`config.mk`:
```
export PLATFORM = sky130hd
export DESIGN_NAME = dram_port_arbiter
export DESIGN_NICKNAME = d
export VERILOG_FILES = /design/src/rtl/panda_mem_pkg.sv /design/src/rtl/rr_arb2.sv /design/src/rtl/dram_port_arbiter.sv
export SDC_FILE = /design/constraint.sdc
export NUM_CORES = 1
export LEC_CHECK = 0
export BUFFER_PORTS_ARGS = -buffer_cell sky130_fd_sc_hd__buf_2
export CORE_ASPECT_RATIO = 0.8
export CORE_UTILIZATION = 41
export CTS_BUF_LIST = sky130_fd_sc_hd__clkbuf_8 sky130_fd_sc_hd__clkbuf_16
export CTS_CLUSTER_DIAMETER = 150
export CTS_CLUSTER_SIZE = 8
export DETAILED_ROUTE_END_ITERATION = 16
export PLACE_DENSITY = 0.75
export SKIP_LAST_GASP = 1
export SYNTH_ARGS = -nofsm -noshare
export SYNTH_HDL_FRONTEND = slang
export SYNTH_SLANG_ARGS = --single-unit
```
`constraint.sdc`:
```
create_clock -name clk -period 1.9 [get_ports clk]
set_clock_uncertainty 0.05 [all_clocks]
set_input_delay 0.475 -clock clk [delete_from_list [all_inputs] [get_ports clk]]
set_output_delay 0.475 -clock clk [all_outputs]
set_load 0.03 [all_outputs]
```
`src/rtl/panda_mem_pkg.sv`:
```
// Shared definitions for the port-B data-memory arbiter.
//   size_e      : access size encoding carried on reqN_size_i
//   WE_*        : byte-lane write-enable patterns (low lanes of the word)
//   state_t     : sequencer state encoding plus its constants
//   access_err  : 1 when a size/alignment combination must be rejected
//   size_we     : lane pattern for a legal store of the given size
package panda_mem_pkg;

    typedef enum logic [1:0] {
        SZ_BYTE    = 2'b00,
        SZ_HALF    = 2'b01,
        SZ_WORD    = 2'b10,
        SZ_ILLEGAL = 2'b11
    } size_e;

    localparam logic [3:0] WE_WORD = 4'b1111;
    localparam logic [3:0] WE_HALF = 4'b0011;
    localparam logic [3:0] WE_BYTE = 4'b0001;

    typedef logic [1:0] state_t;
    localparam state_t ST_IDLE   = 2'd0;
    localparam state_t ST_ACCESS = 2'd1;
    localparam state_t ST_RESP   = 2'd2;

    function automatic logic access_err(input logic [1:0] size, input logic [1:0] addr_lo);
        case (size_e'(size))
            SZ_BYTE: access_err = 1'b0;
            SZ_HALF: access_err = addr_lo[0];
            SZ_WORD: access_err = (addr_lo != 2'b00);
            default: access_err = 1'b1;
        endcase
    endfunction

    function automatic logic [3:0] size_we(input logic [1:0] size);
        case (size_e'(size))
            SZ_BYTE: size_we = WE_BYTE;
            SZ_HALF: size_we = WE_HALF;
            SZ_WORD: size_we = WE_WORD;
            default: size_we = 4'b0000;
        endcase
    endfunction

endpackage

```
`src/rtl/rr_arb2.sv`:
```
// Two-way round-robin picker.
//   clk, rstn_i : clock, async active-low reset
//   i_req[1:0]  : request vector (bit N = requester N)
//   i_update    : a grant was consumed this cycle; remember the winner
//   o_grant[1:0]: one-hot grant (all zero when nobody requests)
// On a tie the requester that did not win last time is picked. The history
// bit resets to 1 so requester 0 wins the first tie.
module rr_arb2 (
    input  logic       clk,
    input  logic       rstn_i,
    input  logic [1:0] i_req,
    input  logic       i_update,
    output logic [1:0] o_grant
);

    logic r_last;

    always_comb begin
        o_grant = i_req;
        if (i_req == 2'b11) begin
            o_grant = r_last ? 2'b01 : 2'b10;
        end
    end

    always_ff @(posedge clk or negedge rstn_i) begin
        if (!rstn_i) begin
            r_last <= 1'b1;
        end else if (i_update) begin
            r_last <= o_grant[1];
        end
    end

endmodule

```
`src/rtl/dram_port_arbiter.sv`:
```
// Arbiter and sequencer for port B of the shared dual-port data RAM.
// Requester 0 is the load/store unit, requester 1 the loader/debug master.
//   clk, rstn_i          : clock, async active-low reset
//   reqN_valid/ready     : request handshake (N = 0,1)
//   reqN_addr/we/size/wdata : byte address, store flag, size code, store data
//   rspN_valid/rdata/err : single-cycle response to the owning requester
//   ram_en/we/addr/din   : port-B controls; ram_dout_i is combinational read data
//
// state  | meaning
// IDLE   | waiting for a request, arbitration open
// ACCESS | latched request drives the RAM, read data captured at cycle end
// RESP   | response pulse to the owner, arbitration open for the next access
module dram_port_arbiter
    import panda_mem_pkg::*;
(
    input  logic        clk,
    input  logic        rstn_i,
    input  logic        req0_valid_i,
    output logic        req0_ready_o,
    input  logic [31:0] req0_addr_i,
    input  logic        req0_we_i,
    input  logic [1:0]  req0_size_i,
    input  logic [31:0] req0_wdata_i,
    input  logic        req1_valid_i,
    output logic        req1_ready_o,
    input  logic [31:0] req1_addr_i,
    input  logic        req1_we_i,
    input  logic [1:0]  req1_size_i,
    input  logic [31:0] req1_wdata_i,
    output logic        rsp0_valid_o,
    output logic [31:0] rsp0_rdata_o,
    output logic        rsp0_err_o,
    output logic        rsp1_valid_o,
    output logic [31:0] rsp1_rdata_o,
    output logic        rsp1_err_o,
    output logic        ram_en_o,
    output logic [3:0]  ram_we_o,
    output logic [31:0] ram_addr_o,
    output logic [31:0] ram_din_o,
    input  logic [31:0] ram_dout_i
);

    state_t      r_state;
    logic        r_owner;
    logic        r_we;
    logic [1:0]  r_size;
    logic [31:0] r_addr;
    logic [31:0] r_wdata;
    logic [31:0] r_rdata;
    logic        r_err;

    logic        w_arb_en;
    logic [1:0]  w_grant;
    logic        w_sel;
    logic        w_hs;
    logic        w_acc;
    logic        w_acc_err;
    logic        w_legal;
    logic        w_rsp;

    // Readies are held low while reset is asserted so every output reads 0.
    assign w_arb_en = rstn_i && ((r_state == ST_IDLE) || (r_state == ST_RESP));

    rr_arb2 u_arb (
        .clk      (clk),
        .rstn_i   (rstn_i),
        .i_req    ({req1_valid_i, req0_valid_i}),
        .i_update (w_hs),
        .o_grant  (w_grant)
    );

    assign req0_ready_o = w_arb_en & w_grant[0];
    assign req1_ready_o = w_arb_en & w_grant[1];
    assign w_hs         = (req0_valid_i & req0_ready_o) | (req1_valid_i & req1_ready_o);
    assign w_sel        = w_grant[1];

    always_ff @(posedge clk or negedge rstn_i) begin
        if (!rstn_i) begin
            r_state <= ST_IDLE;
            r_owner <= 1'b0;
            r_we    <= 1'b0;
            r_size  <= 2'b00;
            r_addr  <= '0;
            r_wdata <= '0;
            r_rdata <= '0;
            r_err   <= 1'b0;
        end else begin
            case (r_state)
                ST_IDLE, ST_RESP: begin
                    if (w_hs) begin
                        r_owner <= w_sel;
                        r_we    <= w_sel ? req1_we_i    : req0_we_i;
                        r_size  <= w_sel ? req1_size_i  : req0_size_i;
                        r_addr  <= w_sel ? req1_addr_i  : req0_addr_i;
                        r_wdata <= w_sel ? req1_wdata_i : req0_wdata_i;
                        r_state <= ST_ACCESS;
                    end else begin
                        r_state <= ST_IDLE;
                    end
                end
                ST_ACCESS: begin
                    r_err   <= w_acc_err;
                    r_rdata <= (!w_acc_err && !r_we) ? ram_dout_i : '0;
                    r_state <= ST_RESP;
                end
                default: r_state <= ST_IDLE;
            endcase
        end
    end

    // RAM side is driven purely from the latched request.
    assign w_acc     = (r_state == ST_ACCESS);
    assign w_acc_err = access_err(r_size, r_addr[1:0]);
    assign w_legal   = w_acc & ~w_acc_err;

    assign ram_en_o   = w_legal;
    assign ram_we_o   = (w_legal && r_we) ? size_we(r_size) : 4'b0000;
    assign ram_addr_o = w_acc ? r_addr  : '0;
    assign ram_din_o  = w_acc ? r_wdata : '0;

    assign w_rsp        = (r_state == ST_RESP);
    assign rsp0_valid_o = w_rsp & ~r_owner;
    assign rsp1_valid_o = w_rsp &  r_owner;
    assign rsp0_rdata_o = rsp0_valid_o ? r_rdata : '0;
    assign rsp1_rdata_o = rsp1_valid_o ? r_rdata : '0;
    assign rsp0_err_o   = rsp0_valid_o & r_err;
    assign rsp1_err_o   = rsp1_valid_o & r_err;

endmodule

```
==> results of run 1 <==
-- metal layers --
metal  track usage, %  up-vias  wire [um]
met4            9.470        0        550
met5                0        -          0
met3            6.968       50       1376
met2            48.41      272      10440
met1            30.22     2556       7689
li1                 -     2333          -
-- power by group through the flow --
| stage | registers (mW) | logic (mW) | clock network, mW |
|---|---|---|---|
| floorplan | 2.94 | 1.50 | 0 |
| global placement | 3.02 | 2.12 | 0 |
| detailed placement | 3.05 | 2.18 | 0 |
| CTS | 3.06 | 2.87 | 1.98 |
| global route | 3.15 | 3.09 | 2.07 |
| finish | 3.09 | 2.93 | 1.95 |
-- how the worst max path moves through the flow --
| stage | from | end |
|---|---|---|
| 2_1_floorplan | r_size[1]$_DFFE_PN0P_ | ram_we_o[3] |
| 3_3_place_gp | r_size[0]$_DFFE_PN0P_ | ram_we_o[2] |
| 3_5_place_dp | r_size[0]$_DFFE_PN0P_ | ram_we_o[2] |
| 4_1_cts | r_size[0]$_DFFE_PN0P_ | ram_we_o[2] |
| 5_1_grt | r_size[0]$_DFFE_PN0P_ | ram_we_o[3] |
| 6_report | r_size[0]$_DFFE_PN0P_ | ram_we_o[2] |
-- flip-flops by register name (all words and copies together), names as in the netlist --
register      count
r_addr           32
r_err             1
r_owner           1
r_rdata          32
r_size            2
r_state           2
r_wdata          32
r_we              1
u_arb.r_last      1
-- placed cells by master, fill, tap and decap left out, types with 18 or more instances in the layout --
master,n
buf_4,42
mux2_4,34
buf_6,137
buf_12,18
and2_1,27
buf_2,168
a22o_1,32
mux2_2,96
dfrtp_1,103
and2_4,104
-- area by class of cell --
type / instances / area share (%)
timing repair buffer: 384 / 35.25
clock buffer: 10 / 2.400
inverter: 4 / 0.2765
multi-input combinational: 324 / 32.97
clock inverter: 6 / 0.6911
sequential: 104 / 26.15
tap: 180 / 2.262
-- per-stage QoR --
stage / setup WS (ps) / hold WS (ps) / power (mW)
floorplan: -445.9 / 129.4 / 4.442
global placement: -176.1 / 431.8 / 5.141
detailed placement: -237.1 / 437.4 / 5.230
CTS: -522.7 / 264.3 / 7.909
global route: -622.6 / 279.3 / 8.319
finish: -550.5 / 252.7 / 7.974
-- Yosys cell counts, drive strengths merged --
cell / number / area (um^2)
dfstp: 1 / 26.28
a31oi: 1 / 6.260
a21o: 1 / 7.510
o21a: 1 / 7.510
buf: 19 / 127.6
nor2: 5 / 18.77
a21oi: 2 / 10.01
nor3b: 1 / 7.510
ha: 4 / 50.05
a22o: 32 / 280.3
and3: 1 / 6.260
inv: 4 / 15.01
mux2i: 4 / 40.04
and2: 132 / 825.8
or3b: 1 / 8.760
nand2: 1 / 3.750
clkbuf: 17 / 63.81
nor2b: 1 / 6.260
a21bo: 1 / 10.01
nand2b: 2 / 12.51
and3b: 2 / 17.52
nor4: 1 / 12.51
nor3: 1 / 5.000
dfrtp: 103 / 2577
mux2: 130 / 1592
-- what timing repair did --
| item | 4_1_cts | 5_1_grt |
|---|---|---|
| buffers inserted | 22 | 9 |
| gates cloned | 16 | 5 |
| pin swaps | 89 | 6 |
| hold endpoints to repair | 0 | 0 |
| endpoints found under the setup margin | 139 | 184 |
| gates resized for setup | 387 | 39 |
-- cells by family after synthesis --
kind of cell	count (synthesis)	synth area share, %
multiplexers	134	28.43
AO/OA/AOI/OAI	38	5.604
adder cells (fa/ha/maj)	4	0.8723
flip-flops	104	45.38
buffers and inverters	40	3.598
AND/OR/NAND/NOR	148	16.11
==> run metrics, run 1 <==
status=finished, violations left; failing checks=setup timing; Antenna diodes=0; synthesized instance count=468; cts bufs inserted=9; worst-path maximum fanout=5; maxcap violations=0; worst skew pair latency=350 ps; Clk pwr share=24.4%; GRT Total Usage=26.69%; H-tree levels=3; Synth Cell Area=5738 um^2; Fillers=864; flops & latches, synth=104; fin cells=1012; Rows=38; final setup violation count=171; GRT overflow=0; clock sinks=104; pins over their slew limit=0; Starting DRT DRC Count=232; syn avg cell area=12.26 um^2; power density cells=800.9 nW/um^2; setup_tns=-51050 ps; via count=5211; Design Area, Final=9957 um^2; R2R Path Start=r_size[0]$_DFFE_PN0P_; total number of cells along the worst setup path=5; number of global-route vias before repair=5529; Lkg Pwr=4.949 nW; Seq/Total Area, Yosys=45.38%; R2R Setup Slk=-190 ps; synth unique cells=28; Psw=2.491 mW; final period utilization=129.0%; CP top delay family=simple AND/OR/NAND/NOR gates; Routed Antenna Nets=0; Critical Path, Cell by Cell=ha_2, or3b_4, nor3_4, and3_4, buf_6; RD Place Congestion=0.8370; Tmin final=2451 ps; port bufs=308; I/O pin count=309; achievable frequency=408.1 MHz; DRC errors left=0; slowest stage delay, CP=400 ps; final WL=20050 um; Post-DP Area=7760 um^2; Worst Hold Class=input port to async pin; Req. time, crit path=1370 ps; Avg Vias per Cell=5.149; Worst Tran Pin Value=743.5 ps; largest net degree at the start of global routing=59; initial antenna violation count=0; Slowest cell on crit path=dfrtp_1; Core Region=13600 um^2; layout cells sized above 1=78.37%; multi-input logic area=3283 um^2; CP bufs+invs=1; fin util=73.22%; Initial Utilization=42.20%; Flop pwr share=38.8%; FF/Latch Area=2604 um^2; Clock Tree Buf Depth=2; clock root buffer=clkbuf_16; Comb pwr share=36.8%; Int Pwr=5.483 mW; RSZ-0062 raised after global routing=true; Clock Pin Slew Worst Setup and Hold Paths=70 ps; die area=14480 um^2; peak supply drop=0.0006525 V; syn nets=642; WS Path Type=register to output port; First-pass DRT Iterations=4; Sw Share=31.24%; Worst Slack Setup Final=-550.5 ps; Setup crit start kind=register; reg-to-reg endpoint=r_rdata[3]$_DFFE_PN0N_; WL/cell=19.82 um; Post-Place Cells=952; DPL Wire Length=11410 um; Worst slew margin=50.43%; CTS tree=done; Ys Warns=0; first-pass GRT wire length=29320 um; Layout area overhead=73.53%; Crit. End Element=output port; Layout Nets=1001; Post-CTS Hold Buffers=0; Fin. Hold Viols=0; Critical Path AT=1930 ps; Worst R2R Path Depth=8; Die H=107.8 um; die width=134.3 um
Power figures use the tool's default switching activity.
==> run 2, diff against run 1 <==
--- a/constraint.sdc
+++ b/constraint.sdc
@@ -3,3 +3,3 @@
 set_input_delay 0.475 -clock clk [delete_from_list [all_inputs] [get_ports clk]]
 set_output_delay 0.475 -clock clk [all_outputs]
-set_load 0.03 [all_outputs]
+set_load 0.005 [all_outputs]
==> run metrics, run 2 (synthesis gave the netlist of run 1 again) <==
Clk pwr share=25.2% (was 24.4%); clock sinks=104 (unchanged); Req. time, crit path=1370 ps (about the same); Routed Antenna Nets=0 (unchanged); die area=14480 um^2 (unchanged); DRC errors left=0 (unchanged); Rows=38 (unchanged); CTS tree=done (unchanged); peak supply drop=0.0007905 V (was 0.0006525 V); Starting DRT DRC Count=152 (was 232); Largest regs=r_addr x32, r_rdata x32, r_wdata x32 (unchanged); Sw Share=28.23% (was 31.24%); status=finished, violations left (unchanged); number of global-route vias before repair=5165 (was 5529); Clock Tree Buf Depth=2 (unchanged); setup_tns=-32370 ps (was -51050 ps); maxcap violations=0 (unchanged); achievable frequency=431.1 MHz (was 408.1 MHz); RD Place Congestion=0.7927 (was 0.8370); fin cells=1012 (unchanged); Initial Utilization=42.20% (unchanged); Critical Path AT=1790 ps (was 1930 ps); Setup crit start kind=register (unchanged); Int Pwr=5.592 mW (was 5.483 mW); worst skew pair latency=350 ps (about the same); First-pass DRT Iterations=4 (unchanged); via count=5204 (was 5211); Fillers=824 (was 864); RSZ-0062 raised after global routing=true (unchanged); initial antenna violation count=1 (was 0); Tmin final=2320 ps (was 2451 ps); Flop pwr share=40.1% (was 38.8%); fin util=74.89% (was 73.22%); Worst Slack Setup Final=-419.7 ps (was -550.5 ps); layout cells sized above 1=80.51% (was 78.37%); H-tree levels=3 (unchanged); GRT Total Usage=25.05% (was 26.69%); WL/cell=21.07 um (was 19.82 um); DPL Wire Length=10780 um (was 11410 um); pins over their slew limit=0 (unchanged); Worst Tran Pin Value=622.7 ps (was 743.5 ps); first-pass GRT wire length=27310 um (was 29320 um); Comb pwr share=34.7% (was 36.8%); final WL=21320 um (was 20050 um); Avg Vias per Cell=5.142 (was 5.149); Clock Pin Slew Worst Setup and Hold Paths=70 ps (about the same); cts bufs inserted=9 (unchanged); I/O pin count=309 (unchanged); Layout Nets=1000 (was 1001); commonest non-fill, non-tap cells in the layout=buf_2 (182), buf_6 (139), and2_4 (124), dfrtp_1 (103), mux2_4 (71) (was buf_2 (168), buf_6 (137), and2_4 (104), dfrtp_1 (103), mux2_2 (96)); port bufs=308 (unchanged); Core Region=13600 um^2 (unchanged); largest net degree at the start of global routing=104 (was 59); clock root buffer=clkbuf_16 (unchanged); final period utilization=122.1% (was 129.0%); Lkg Pwr=5.143 nW (was 4.949 nW); Layout area overhead=77.47% (was 73.53%); WS Path Type=register to output port (unchanged); Post-Place Cells=942 (was 952); final setup violation count=178 (was 171); Fin. Hold Viols=0 (unchanged); commonest non-fill, non-tap cell in the layout=buf_2 (unchanged); Fin Hold WS=150.8 ps (was 252.7 ps); Psw=2.199 mW (was 2.491 mW); power density cells=765.1 nW/um^2 (was 800.9 nW/um^2); Die H=107.8 um (unchanged); die width=134.3 um (unchanged); GRT overflow=0 (unchanged); Crit. End Element=output port (unchanged); worst-path maximum fanout=5 (unchanged); failing checks=setup timing (unchanged); Design Power=7.792 mW (was 7.974 mW); Worst slew margin=58.49% (was 50.43%); Worst Hold Class=input port to async pin (unchanged)
run 2: cell count changes in the layout (fill, tap and decap cells not counted), sizes merged:
cell         previous run  this run
buf                   380       372
clkbuf                 14        21
clkinv                  0         1
diode                   0         1
dlygate4sd3             0         1
inv                     7         5
run 2: power by group through the flow:
stage	logic (mW)	clock network (mW)	registers [mW]
2_1_floorplan	1.13	0	2.94
3_3_place_gp	1.72	0	3.02
3_5_place_dp	1.78	0	3.05
4_1_cts	2.21	2.00	3.03
5_1_grt	2.86	2.10	3.17
6_report	2.70	1.97	3.12
run 2: worst paths after layout:
kind	start	to	slack [ps]	cells past startpoint
max	r_size[0]$_DFFE_PN0P_	ram_we_o[3]	-420	5
min in group clk	ram_dout_i[8]	r_rdata[8]$_DFFE_PN0N_	290	2
max reg2reg	r_state[0]$_DFF_PN0_	r_wdata[24]$_DFFE_PN0P_	-40	8
min	rstn_i	r_addr[9]$_DFFE_PN0P_	150	2
max in group asynchronous	rstn_i	r_wdata[16]$_DFFE_PN0P_	1130	2
min reg2reg	r_addr[11]$_DFFE_PN0P_	r_addr[11]$_DFFE_PN0P_	460	1
run 2: timing repair:
action / in CTS / in global routing
pin swaps: 47 / 42
gates resized for setup: 102 / 252
gates cloned: 15 / 14
setup buffers: 18 / 14
endpoints found under the setup margin: 139 / 204
hold buffers: 1 / 0
hold endpoints to repair: 1 / 0
run 2: critical path: stages (launching register included):
cell	delay, ps
dfrtp_1	390
ha_2	180
or3b_4	380
nor3_4	180
and3_4	210
buf_2	100
run 2: cell type report:
| cell class | count | area (um^2) | share of cell area, % |
|---|---|---|---|
| Antenna cell | 1 | 2.502 | 0.02457 |
| Clock buffer | 11 | 252.7 | 2.482 |
| Tap cell | 180 | 225.2 | 2.212 |
| Timing Repair Buffer | 383 | 3540 | 34.76 |
| Sequential cell | 104 | 2604 | 25.57 |
| Multi-Input combinational cell | 324 | 3470 | 34.07 |
| Inverter | 4 | 27.53 | 0.2703 |
| Clock inverter | 5 | 62.56 | 0.6143 |
run 2: metal layers:
layer	track usage [%]	vias to the layer above	wire length [um]
li1	-	2326	-
met1	28.14	2618	8367
met2	45.08	224	11090
met3	7.910	36	1386
met4	8.026	0	477
met5	0	-	0
run 2: through the flow:
step           area [um^2]  worst slack [ps]
3_5_place_dp          7642            -96.46
3_3_place_gp          7642            -84.40
5_1_grt              10180            -500.8
6_report             10180            -419.7
4_1_cts               8907            -437.3
2_1_floorplan         5759            -109.1
